File: config.mk
export PLATFORM = sky130hd
export DESIGN_NAME = batchg_ctrl
export DESIGN_NICKNAME = d
export VERILOG_FILES = /design/src/rtl/batchg_pkg.sv /design/src/rtl/batchg_sync2.sv /design/src/rtl/batchg_ctrl.sv
export SDC_FILE = /design/constraint.sdc
export NUM_CORES = 1
export LEC_CHECK = 0
export ABC_AREA = 1
export CAP_MARGIN = 20
export CORE_MARGIN = 2
export CORE_UTILIZATION = 55
export CTS_CLUSTER_SIZE = 8
export DETAILED_ROUTE_END_ITERATION = 8
export HOLD_SLACK_MARGIN = 0.12
export PLACE_DENSITY = 0.79
export SLEW_MARGIN = 20
export SYNTH_ARGS = -nofsm -noshare
export SYNTH_HDL_FRONTEND = slang
export SYNTH_SLANG_ARGS = --single-unit
File: constraint.sdc
create_clock -name clk -period 4.5 [get_ports clk]
set_input_delay 1.125 -clock clk [delete_from_list [all_inputs] [get_ports clk]]
set_output_delay 1.125 -clock clk [all_outputs]
set_load 0.01 [all_outputs]
File: src/rtl/batchg_pkg.sv
`default_nettype none
// ============================================================================
// Module      : batchg_pkg
// Description : Shared types and constants for the battery-charger controller.
// Revision    : 1.0 - initial release
// ============================================================================
package batchg_pkg;

    localparam int         c_adc_w          = 8;
    localparam logic [7:0] c_softstart_step = 8'd8;

    typedef enum logic [2:0] {
        OFF     = 3'd0,
        TRICKLE = 3'd1,
        CC      = 3'd2,
        CV      = 3'd3,
        DONE    = 3'd4,
        FAULT   = 3'd5
    } state_t;

    // States in which current is being forced into the battery.
    function automatic logic is_active(input state_t s);
        return (s == TRICKLE) || (s == CC) || (s == CV);
    endfunction

endpackage
`default_nettype wire

File: src/rtl/batchg_sync2.sv
`default_nettype none
// ============================================================================
// Module      : batchg_sync2
// Description : Two-flop synchronizer for a single asynchronous level input.
// Revision    : 1.0 - initial release
// ============================================================================
module batchg_sync2 (
    input  logic clk,
    input  logic rst,
    input  logic d,
    output logic q
);

    logic r_meta;
    logic r_sync;

    always_ff @(posedge clk) begin
        if (rst) begin
            r_meta <= 1'b0;
            r_sync <= 1'b0;
        end else begin
            r_meta <= d;
            r_sync <= r_meta;
        end
    end

    assign q = r_sync;

endmodule
`default_nettype wire

File: src/rtl/batchg_ctrl.sv
`default_nettype none
// ============================================================================
// Module      : batchg_ctrl
// Description : Trickle / CC / CV charge state machine driving the current DAC.
//               Optional soft-start CC ramp enabled by BATCHG_SOFTSTART_EN.
// Revision    : 1.0 - initial release
// ============================================================================
module batchg_ctrl
    import batchg_pkg::*;
#(
    parameter logic [c_adc_w-1:0] VTRICKLE        = 8'd96,
    parameter logic [c_adc_w-1:0] VCV             = 8'd200,
    parameter logic [c_adc_w-1:0] VRECHG          = 8'd190,
    parameter logic [c_adc_w-1:0] TMIN            = 8'd40,
    parameter logic [c_adc_w-1:0] TMAX            = 8'd200,
    parameter int                 TIMER_W         = 16,
    parameter logic [TIMER_W-1:0] TIMEOUT_SAMPLES = 16'd60000
) (
    input  logic               clk,
    input  logic               rst,
    input  logic               en,
    input  logic [3:0]         sel,
    input  logic               meas_valid,
    input  logic [c_adc_w-1:0] vbat,
    input  logic [c_adc_w-1:0] vtemp,
    output logic [7:0]         icode,
    output logic               dac_en,
    output logic [2:0]         state,
    output logic               done,
    output logic               fault
);

    logic               w_en_s;
    state_t             r_state;
    state_t             w_state_nxt;
    logic [7:0]         r_icode;
    logic [7:0]         w_icode_nxt;
    logic [7:0]         r_icc;
    logic [7:0]         w_icc;
    logic [7:0]         w_itrk;
    logic [7:0]         w_iend;
    logic [7:0]         w_cv_code;
    logic [7:0]         w_cc_entry;
    logic [7:0]         w_cc_run;
    logic [TIMER_W-1:0] r_timer;
    logic [TIMER_W-1:0] w_timer_inc;
    logic               w_temp_ok;
    logic               w_active;
    logic               w_tick;
    logic               w_timeout;

    batchg_sync2 u_en_sync (
        .clk (clk),
        .rst (rst),
        .d   (en),
        .q   (w_en_s)
    );

    // While OFF the pads are live so the exit edge already sees the new icc.
    assign w_icc       = (r_state == OFF) ? {sel, 4'hF} : r_icc;
    assign w_itrk      = w_icc >> 3;
    assign w_iend      = w_icc >> 4;
    assign w_temp_ok   = (vtemp >= TMIN) && (vtemp <= TMAX);
    assign w_active    = is_active(r_state);
    assign w_tick      = w_active && meas_valid;
    assign w_timer_inc = (&r_timer) ? r_timer : r_timer + 1'b1;
    assign w_timeout   = w_tick && (w_timer_inc == TIMEOUT_SAMPLES);

    always_comb begin
        w_cv_code = r_icode;
        if (vbat > VCV) begin
            w_cv_code = (r_icode == 8'd0) ? 8'd0 : r_icode - 8'd1;
        end else if (vbat < VCV) begin
            w_cv_code = (r_icode >= w_icc) ? w_icc : r_icode + 8'd1;
        end
    end

`ifdef BATCHG_SOFTSTART_EN
    logic [8:0] w_ramp_sum;
    assign w_ramp_sum = {1'b0, r_icode} + {1'b0, c_softstart_step};
    assign w_cc_entry = r_icode;
    assign w_cc_run   = (w_ramp_sum >= {1'b0, w_icc}) ? w_icc : w_ramp_sum[7:0];
`else
    assign w_cc_entry = w_icc;
    assign w_cc_run   = r_icode;
`endif

    always_comb begin
        w_state_nxt = r_state;
        w_icode_nxt = r_icode;
        if (!w_en_s) begin
            w_state_nxt = OFF;
            w_icode_nxt = 8'd0;
        end else if (meas_valid) begin
            if ((w_active && !w_temp_ok) || w_timeout) begin
                w_state_nxt = FAULT;
                w_icode_nxt = 8'd0;
            end else begin
                case (r_state)
                    OFF: begin
                        if (!w_temp_ok) begin
                            w_state_nxt = FAULT;
                        end else if (vbat < VTRICKLE) begin
                            w_state_nxt = TRICKLE;
                            w_icode_nxt = w_itrk;
                        end else if (vbat < VCV) begin
                            w_state_nxt = CC;
                            w_icode_nxt = w_cc_entry;
                        end else begin
                            w_state_nxt = CV;
                            w_icode_nxt = w_icc;
                        end
                    end
                    TRICKLE: begin
                        if (vbat >= VTRICKLE) begin
                            w_state_nxt = CC;
                            w_icode_nxt = w_cc_entry;
                        end
                    end
                    CC: begin
                        if (vbat >= VCV) begin
                            w_state_nxt = CV;
                        end else begin
                            w_icode_nxt = w_cc_run;
                        end
                    end
                    CV: begin
                        if (w_cv_code <= w_iend) begin
                            w_state_nxt = DONE;
                            w_icode_nxt = 8'd0;
                        end else begin
                            w_icode_nxt = w_cv_code;
                        end
                    end
                    DONE: begin
                        if (vbat < VRECHG) begin
                            w_state_nxt = CC;
                            w_icode_nxt = w_cc_entry;
                        end
                    end
                    default: begin
                        w_state_nxt = r_state;
                    end
                endcase
            end
        end
    end

    always_ff @(posedge clk) begin
        if (rst) begin
            r_state <= OFF;
            r_icode <= 8'd0;
            r_icc   <= 8'd0;
            r_timer <= '0;
        end else begin
            r_state <= w_state_nxt;
            r_icode <= w_icode_nxt;
            if (r_state == OFF) begin
                r_icc <= {sel, 4'hF};
            end
            if ((r_state == OFF) || (r_state == DONE)) begin
                r_timer <= '0;
            end else if (w_tick) begin
                r_timer <= w_timer_inc;
            end
        end
    end

    assign icode  = r_icode;
    assign dac_en = w_active;
    assign state  = r_state;
    assign done   = (r_state == DONE);
    assign fault  = (r_state == FAULT);

endmodule
`default_nettype wire
==> results of run 1 <==
## per-layer routing
| layer | share of wire, % | vias to the layer above | track usage, % |
|---|---|---|---|
| met2 | 45 | 138 | 49.2 |
| met5 | 0 | - | 0 |
| li1 | - | 1766 | - |
| met4 | 2.1 | 0 | 8.81 |
| met3 | 7.4 | 16 | 4.16 |
| met1 | 45 | 1529 | 40.1 |
## synth_stat cells, drive strengths merged
cell type and instances:
nand4 6, nand2 102, clkinv 3, o22ai 2, inv 81, or2 3, o211ai 5, a22oi 1
nand3b 1, o31ai 3, xnor2 3, o31a 1, nor2 74, o21a 1, o221ai 1, nor3 11
nor4 2, o21ai 39, a32oi 1, ha 14, a21oi 47, dfxtp 37, a211oi 2, clkbuf 6
buf 4, mux2i 1, nand3 47, o21bai 2, xor2 15
## state kept, by name (all words and copies together) (netlist names)
register,flops
state,3
u_en_sync.r_meta,1
icode,8
u_en_sync.q,1
r_timer,16
r_icc,8
## worst max-delay path by stage
| stage | startpoint | to | slack (ns) | cells after the start |
|---|---|---|---|---|
| after global routing | sel[1] | state[0] | 0.05 | 22 |
| final | sel[1] | state[0] | 0.30 | 22 |
| after detailed placement | sel[1] | state[0] | 0.03 | 22 |
| after global placement | sel[1] | state[0] | 0.14 | 22 |
| after CTS | sel[1] | state[0] | 0.30 | 22 |
| after floorplan | sel[1] | state[0] | 0.53 | 22 |
## logic make-up after synthesis
family,count (synthesis),share of synthesized area (%)
xor gates and xnor gates,18,4.91
DFF,37,23.1
AOI/OAI and AO/OA,105,18.4
adders and majority gates,14,5.46
buffers and inverters,94,11.5
muxes,1,0.312
and+or+nand+nor,246,36.3
## through the flow
stage / std cells / instance area [sq um] / setup WS, ns / power, mW
after floorplan: 515 / 3210 / 0.526 / 0.436
after global placement: 625 / 3700 / 0.143 / 0.494
after detailed placement: 625 / 3700 / 0.0324 / 0.496
after CTS: 632 / 3790 / 0.297 / 0.740
after global routing: 632 / 3800 / 0.0456 / 0.772
final: 632 / 3800 / 0.303 / 0.742
## power breakdown
part           switching [mW]  internal, mW
Clock                   0.127         0.121
Combinational          0.0897        0.0642
Sequential            0.00470         0.334
Total                   0.222         0.520
## tightest hold or removal path: stages, from the launching register on
cell     delay, ns
dfxtp_1       0.30
inv_1         0.04
nor2_1        0.03
## area by class of cell
type,instances,area [sq um]
clock inverters,1,7.51
fillers,495,1780
clock buffers,6,82.6
multi-input cells,384,2100
repair buffers,48,453
flip-flops and latches,37,741
inverters,84,320
well taps,72,90.1
## repair_timing
item,4_1_cts,5_1_grt
buffers inserted,0,0
hold buffers,0,0
resized for setup,0,2
setup endpoints to repair,0,3
==> key figures, run 1 <==
Outcome
  • Status: complete, no violations

Floorplanning
  • Die width: 80.4 um
  • Area of the core: 5570 sq um
  • # rows: 27
  • Ports: 38
  • Die Area: 6460 sq um
  • Initial core utilization: 57.6%
  • Die Height: 80.4 um

Worst hold path
  • Worst hold start: u_en_sync.r_meta
  • Hold Path End: u_en_sync.q
  • HP Class: reg2reg
  • Hold Path Depth: 2

Pwr
  • Power per cell area: 195 nW/um^2
  • Max VDD drop: 190 uV
  • Leakage: 1.76 nW

Global route
  • Pin count of the biggest net entering global routing: 20
  • Gr usage total: 29.7%
  • First-pass GRT wire length: 14.9 mm
  • Initial antenna violation count: 0
  • Number of global-route vias before repair: 3141
  • GRT overflow: 0

Worst setup path
  • R2R cell count: 28
  • CP cell instances: clkdlybuf4s50_1 > inv_1 > o21ai_1 > inv_1 > ha_1 > a21oi_1 > o31a_1 > nand2_2 > a21oi_1 > o21ai_0 > o221ai_1 > ha_1 > inv_1 > nor2_1 > o21ai_0 > a32oi_1 > a21oi_2 > nand3_2 > nand2_2 > nand4_4 > o21bai_1 > nor2_1
  • Worst reg2reg setup slack: 0.55 ns
  • CP Launch Type: input pin
  • CP required: 4.69 ns
  • Critical path class: in2reg
  • CP Max Fanout: 7
  • CP bufs+invs: 4
  • CP peak stage delay: 0.45 ns
  • Cell mode on critical path: inv_1
  • Setup crit end kind: flip-flop
  • CP delay by family, top: compound AO/OA/AOI/OAI gates
  • Worst R2R Start: state[2]
  • CP arrival: 4.38 ns
  • Slowest cell on crit path: clkdlybuf4s50_1
  • R2R Path End: state[0]

Synthesis
  • Post-synthesis sequential element count: 37
  • Seq/Total Area, Yosys: 23.1%
  • Ys Warns: 0
  • Yosys top cell by area: dfxtp_1
  • Top cell type's share of synthesized area: 23.1%
  • Distinct cells, synth: 45
  • Netlist Area Pre-Place: 3210 sq um
  • Syn Area/Cell: 6.23 sq um
  • Mapped Cells: 515
  • Mapped Nets: 553
  • Synth top area cells: dfxtp_1, nand2_1, inv_1, nor2_1, a21oi_1

Clocking
  • H-tree levels: 2
  • Clock tree sinks: 37
  • CTS root buffer: clkbuf_8
  • Worst skew pair latency: 0.30 ns
  • Clk slew on worst S/H paths: 0.07 ns
  • CTS tree: done
  • Clock tree buffer depth: 2
  • TritonCTS Buffers: 5

Layout
  • Commonest non-fill, non-tap cells in the layout: nand2_1, inv_1, nor2_1
  • Fin util: 68.1%
  • Layout cells sized above 1: 11.1%
  • Inserted Diodes: 0
  • Nets@finish: 598
  • Area growth syn-to-layout: 18.4%
  • Commonest non-fill, non-tap cell in the layout: nand2_1

STA
  • Minimum clock period: 4.20 ns
  • Post-route clock period utilization: 93.3%
  • Relative slew margins: 42.8%
  • Final setup viols: 0
  • Final hold vios: 0
  • Actual slew at the worst max-slew pin: 0.854 ns
  • Layout Skew: 0.0135 ns
  • Max Slew Vio Count: 0
  • Achievable Freq: 238 MHz
  • RSZ-0062 raised after global routing: no
  • Setup TNS: 0 ns
  • Worst Hold Margin: 0.414 ns

Drt
  • Pre-antenna DRT Iters: 5
  • Initial detailed-routing violation count: 248
  • Final antenna-violating net count: 0
  • DR vias: 3449
  • Drt total wl: 8.98 mm
  • Vias/cell: 5.46
  • Mean routed wirelength per cell: 14.2 um
  • Remaining DRCs: 0

Placed design
  • Placer Congestion: 0.960
  • Post-DP HPWL: 7.13 mm
  • Port Buffers: 37

Run
  • Max-Cap Viols: 0
Power figures use the tool's default switching activity.
==> inputs of run 2 (changes only) <==
--- a/config.mk
+++ b/config.mk
@@ -11,6 +11,7 @@
 export CORE_UTILIZATION = 55
 export CTS_CLUSTER_SIZE = 8
 export DETAILED_ROUTE_END_ITERATION = 8
+export GPL_ROUTABILITY_DRIVEN = 0
 export HOLD_SLACK_MARGIN = 0.12
 export PLACE_DENSITY = 0.79
 export SLEW_MARGIN = 20
==> key figures, run 2 (same netlist as run 1, synthesis figures left out) <==
Clocking
  • H-tree levels: 2 (unchanged)
  • Worst skew pair latency: 0.31 ns (about the same)
  • Clock tree buffer depth: 2 (unchanged)
  • TritonCTS Buffers: 5 (unchanged)
  • Clk slew on worst S/H paths: 0.09 ns (+0.02 ns)
  • Clock tree sinks: 37 (unchanged)
  • CTS root buffer: clkbuf_8
  • Hold-fix buffers at CTS: 0 (unchanged)
  • CTS tree: done

Drt
  • Pre-antenna DRT Iters: 5 (unchanged)
  • Drt total wl: 9.18 mm (+2.2%)
  • DR vias: 3610 (+4.7%)
  • Vias/cell: 5.71 (+4.7%)
  • Final antenna-violating net count: 0 (unchanged)
  • Initial detailed-routing violation count: 323 (+30%)
  • Remaining DRCs: 0 (unchanged)
  • Mean routed wirelength per cell: 14.5 um (+2.2%)

Pwr
  • Sw Ratio: 31.9% (+2.0 points)
  • Clk network pwr share: 33.9% (+0.4 points)
  • Max VDD drop: 205 uV (+7.8%)
  • Power per cell area: 197 nW/um^2 (+0.93%)
  • Internal: 508 uW (-2.3%)
  • Leakage: 1.75 nW (-0.27%)
  • P_sw: 238 uW (+7.3%)
  • Logic pwr share: 20.7% (about the same)
  • Flop pwr share: 45.4% (-0.3 points)

Worst setup path
  • Setup crit end kind: flip-flop
  • Critical path class: in2reg
  • CP Max Fanout: 8 (+1)
  • CP arrival: 4.40 ns (+0.02 ns)
  • CP Launch Type: input pin
  • CP required: 4.71 ns (+0.02 ns)

STA
  • RSZ-0062 raised after global routing: no
  • Actual slew at the worst max-slew pin: 0.794 ns (-0.0606 ns)
  • Minimum clock period: 4.19 ns (-0.00692 ns)
  • Relative slew margins: 46.9% (+4.1 points)
  • Achievable Freq: 239 MHz (+0.16%)
  • Post-route clock period utilization: 93.1% (-0.15 points)
  • Final hold vios: 0 (unchanged)
  • Final setup viols: 0 (unchanged)
  • Layout Skew: 0.0135 ns (-0.0000725 ns)
  • Max Slew Vio Count: 0 (unchanged)

Global route
  • GRT overflow: 0 (unchanged)
  • Gr usage total: 29.4% (-0.37 points)
  • Number of global-route vias before repair: 3022 (-3.8%)
  • Pin count of the biggest net entering global routing: 20 (unchanged)
  • Initial antenna violation count: 0 (unchanged)
  • First-pass GRT wire length: 14.7 mm (-1.1%)

Outcome
  • Status: complete, no violations

Floorplanning
  • Die Area: 6460 sq um (unchanged)
  • Area of the core: 5570 sq um (unchanged)
  • # rows: 27 (unchanged)
  • Initial core utilization: 57.6% (unchanged)
  • Ports: 38 (unchanged)
  • Die width: 80.4 um (unchanged)
  • Die Height: 80.4 um (unchanged)

Layout
  • Commonest non-fill, non-tap cell in the layout: nand2_1
  • Cell area after layout: 3780 sq um (-0.33%)
  • Nets@finish: 597 (-0.17%)
  • Fin util: 67.9% (-0.22 points)
  • Largest register FFs: 16 (unchanged)
  • Area growth syn-to-layout: 18.0%
  • Inserted Diodes: 0 (unchanged)
  • Layout filler cell count: 536 (+8.3%)
  • Top reg by flops: r_timer
  • Commonest non-fill, non-tap cells in the layout: nand2_1, inv_1, nor2_1
  • Layout cells sized above 1: 10.9% (-0.18 points)

Worst hold path
  • HP Class: reg2reg

Placed design
  • Post-DP HPWL: 7.22 mm (+1.3%)
  • Dpl cell area: 3690 sq um (-0.20%)
  • Port Buffers: 37 (unchanged)

Run
  • Max-Cap Viols: 0 (unchanged)
-- run 2: per-layer routing --
| metal | vias up | track usage (%) | routed length (um) |
|---|---|---|---|
| met5 | - | 0 | 0 |
| met4 | 0 | 7.63 | 99 |
| met3 | 12 | 5.06 | 793 |
| met2 | 192 | 45.0 | 4000 |
| met1 | 1629 | 42.5 | 4280 |
| li1 | 1777 | - | - |
-- run 2: cell type report --
class | instances | area, sq um | area share (%)
clock buffer | 5 | 68.8 | 1.82
clock inverter | 3 | 21.3 | 0.562
inverter | 84 | 320 | 8.46
multi-input combinational | 384 | 2100 | 55.4
sequential | 37 | 741 | 19.6
tap | 72 | 90.1 | 2.38
timing repair buffer | 47 | 445 | 11.8
-- run 2: worst paths after layout --
check                      to  slack [ns]        startpoint  cells after the start
hold reg to reg   u_en_sync.q        0.42  u_en_sync.r_meta                      2
hold / removal    u_en_sync.q        0.42  u_en_sync.r_meta                      2
setup / recovery     state[0]        0.31            sel[1]                     22
setup reg to reg     state[0]        0.50          state[2]                     27
-- run 2: power by group through the flow --
stage	combinational, mW	clock (mW)	sequential [mW]
global placement	0.146	0	0.346
CTS	0.151	0.252	0.339
floorplan	0.0913	0	0.345
global route	0.169	0.267	0.340
finish	0.154	0.253	0.339
detailed placement	0.150	0	0.346
-- run 2: what timing repair did --
item                                    4_1_cts  5_1_grt
endpoints found under the setup margin        0        7
gates resized for setup                       0        2
endpoints found under the hold margin         0        0
buffers inserted                              0        0
-- run 2: worst max-delay path: stages --
cell and delay, ns:
clkdlybuf4s50_1 0.45, inv_1 0.03, o21ai_1 0.17, inv_1 0.10, ha_1 0.30, a21oi_1 0.14
o31a_1 0.18, nand2_2 0.12, o21ai_0 0.17, a21oi_1 0.06, o22ai_1 0.24, ha_1 0.31
nand2_1 0.07, inv_1 0.05, o21ai_0 0.07, a32oi_1 0.08, a21oi_2 0.13, nand3_2 0.16
nand2_2 0.14, nand4_4 0.10, o21bai_1 0.15, nor2_1 0.05
-- run 2: through the flow --
stage	worst slack, ns	TNS (ns)	std cells	total power, mW	hold slack (ns)
after floorplan	0.526	0	515	0.436	0.388
after global placement	0.126	0	624	0.492	0.426
after detailed placement	-0.0148	-0.0148	624	0.496	0.423
after CTS	0.317	0	632	0.741	0.424
after global routing	0.00701	0	632	0.776	0.436
final	0.310	0	632	0.746	0.419
==> inputs of run 3 (changes only) <==
--- a/config.mk
+++ b/config.mk
@@ -9,6 +9,7 @@
 export CAP_MARGIN = 20
 export CORE_MARGIN = 2
 export CORE_UTILIZATION = 55
+export CTS_CLUSTER_DIAMETER = 200
 export CTS_CLUSTER_SIZE = 8
 export DETAILED_ROUTE_END_ITERATION = 8
 export GPL_ROUTABILITY_DRIVEN = 0
==> results of run 3 <==
The final DEF is identical to that of run 2; final timing and power are the same.
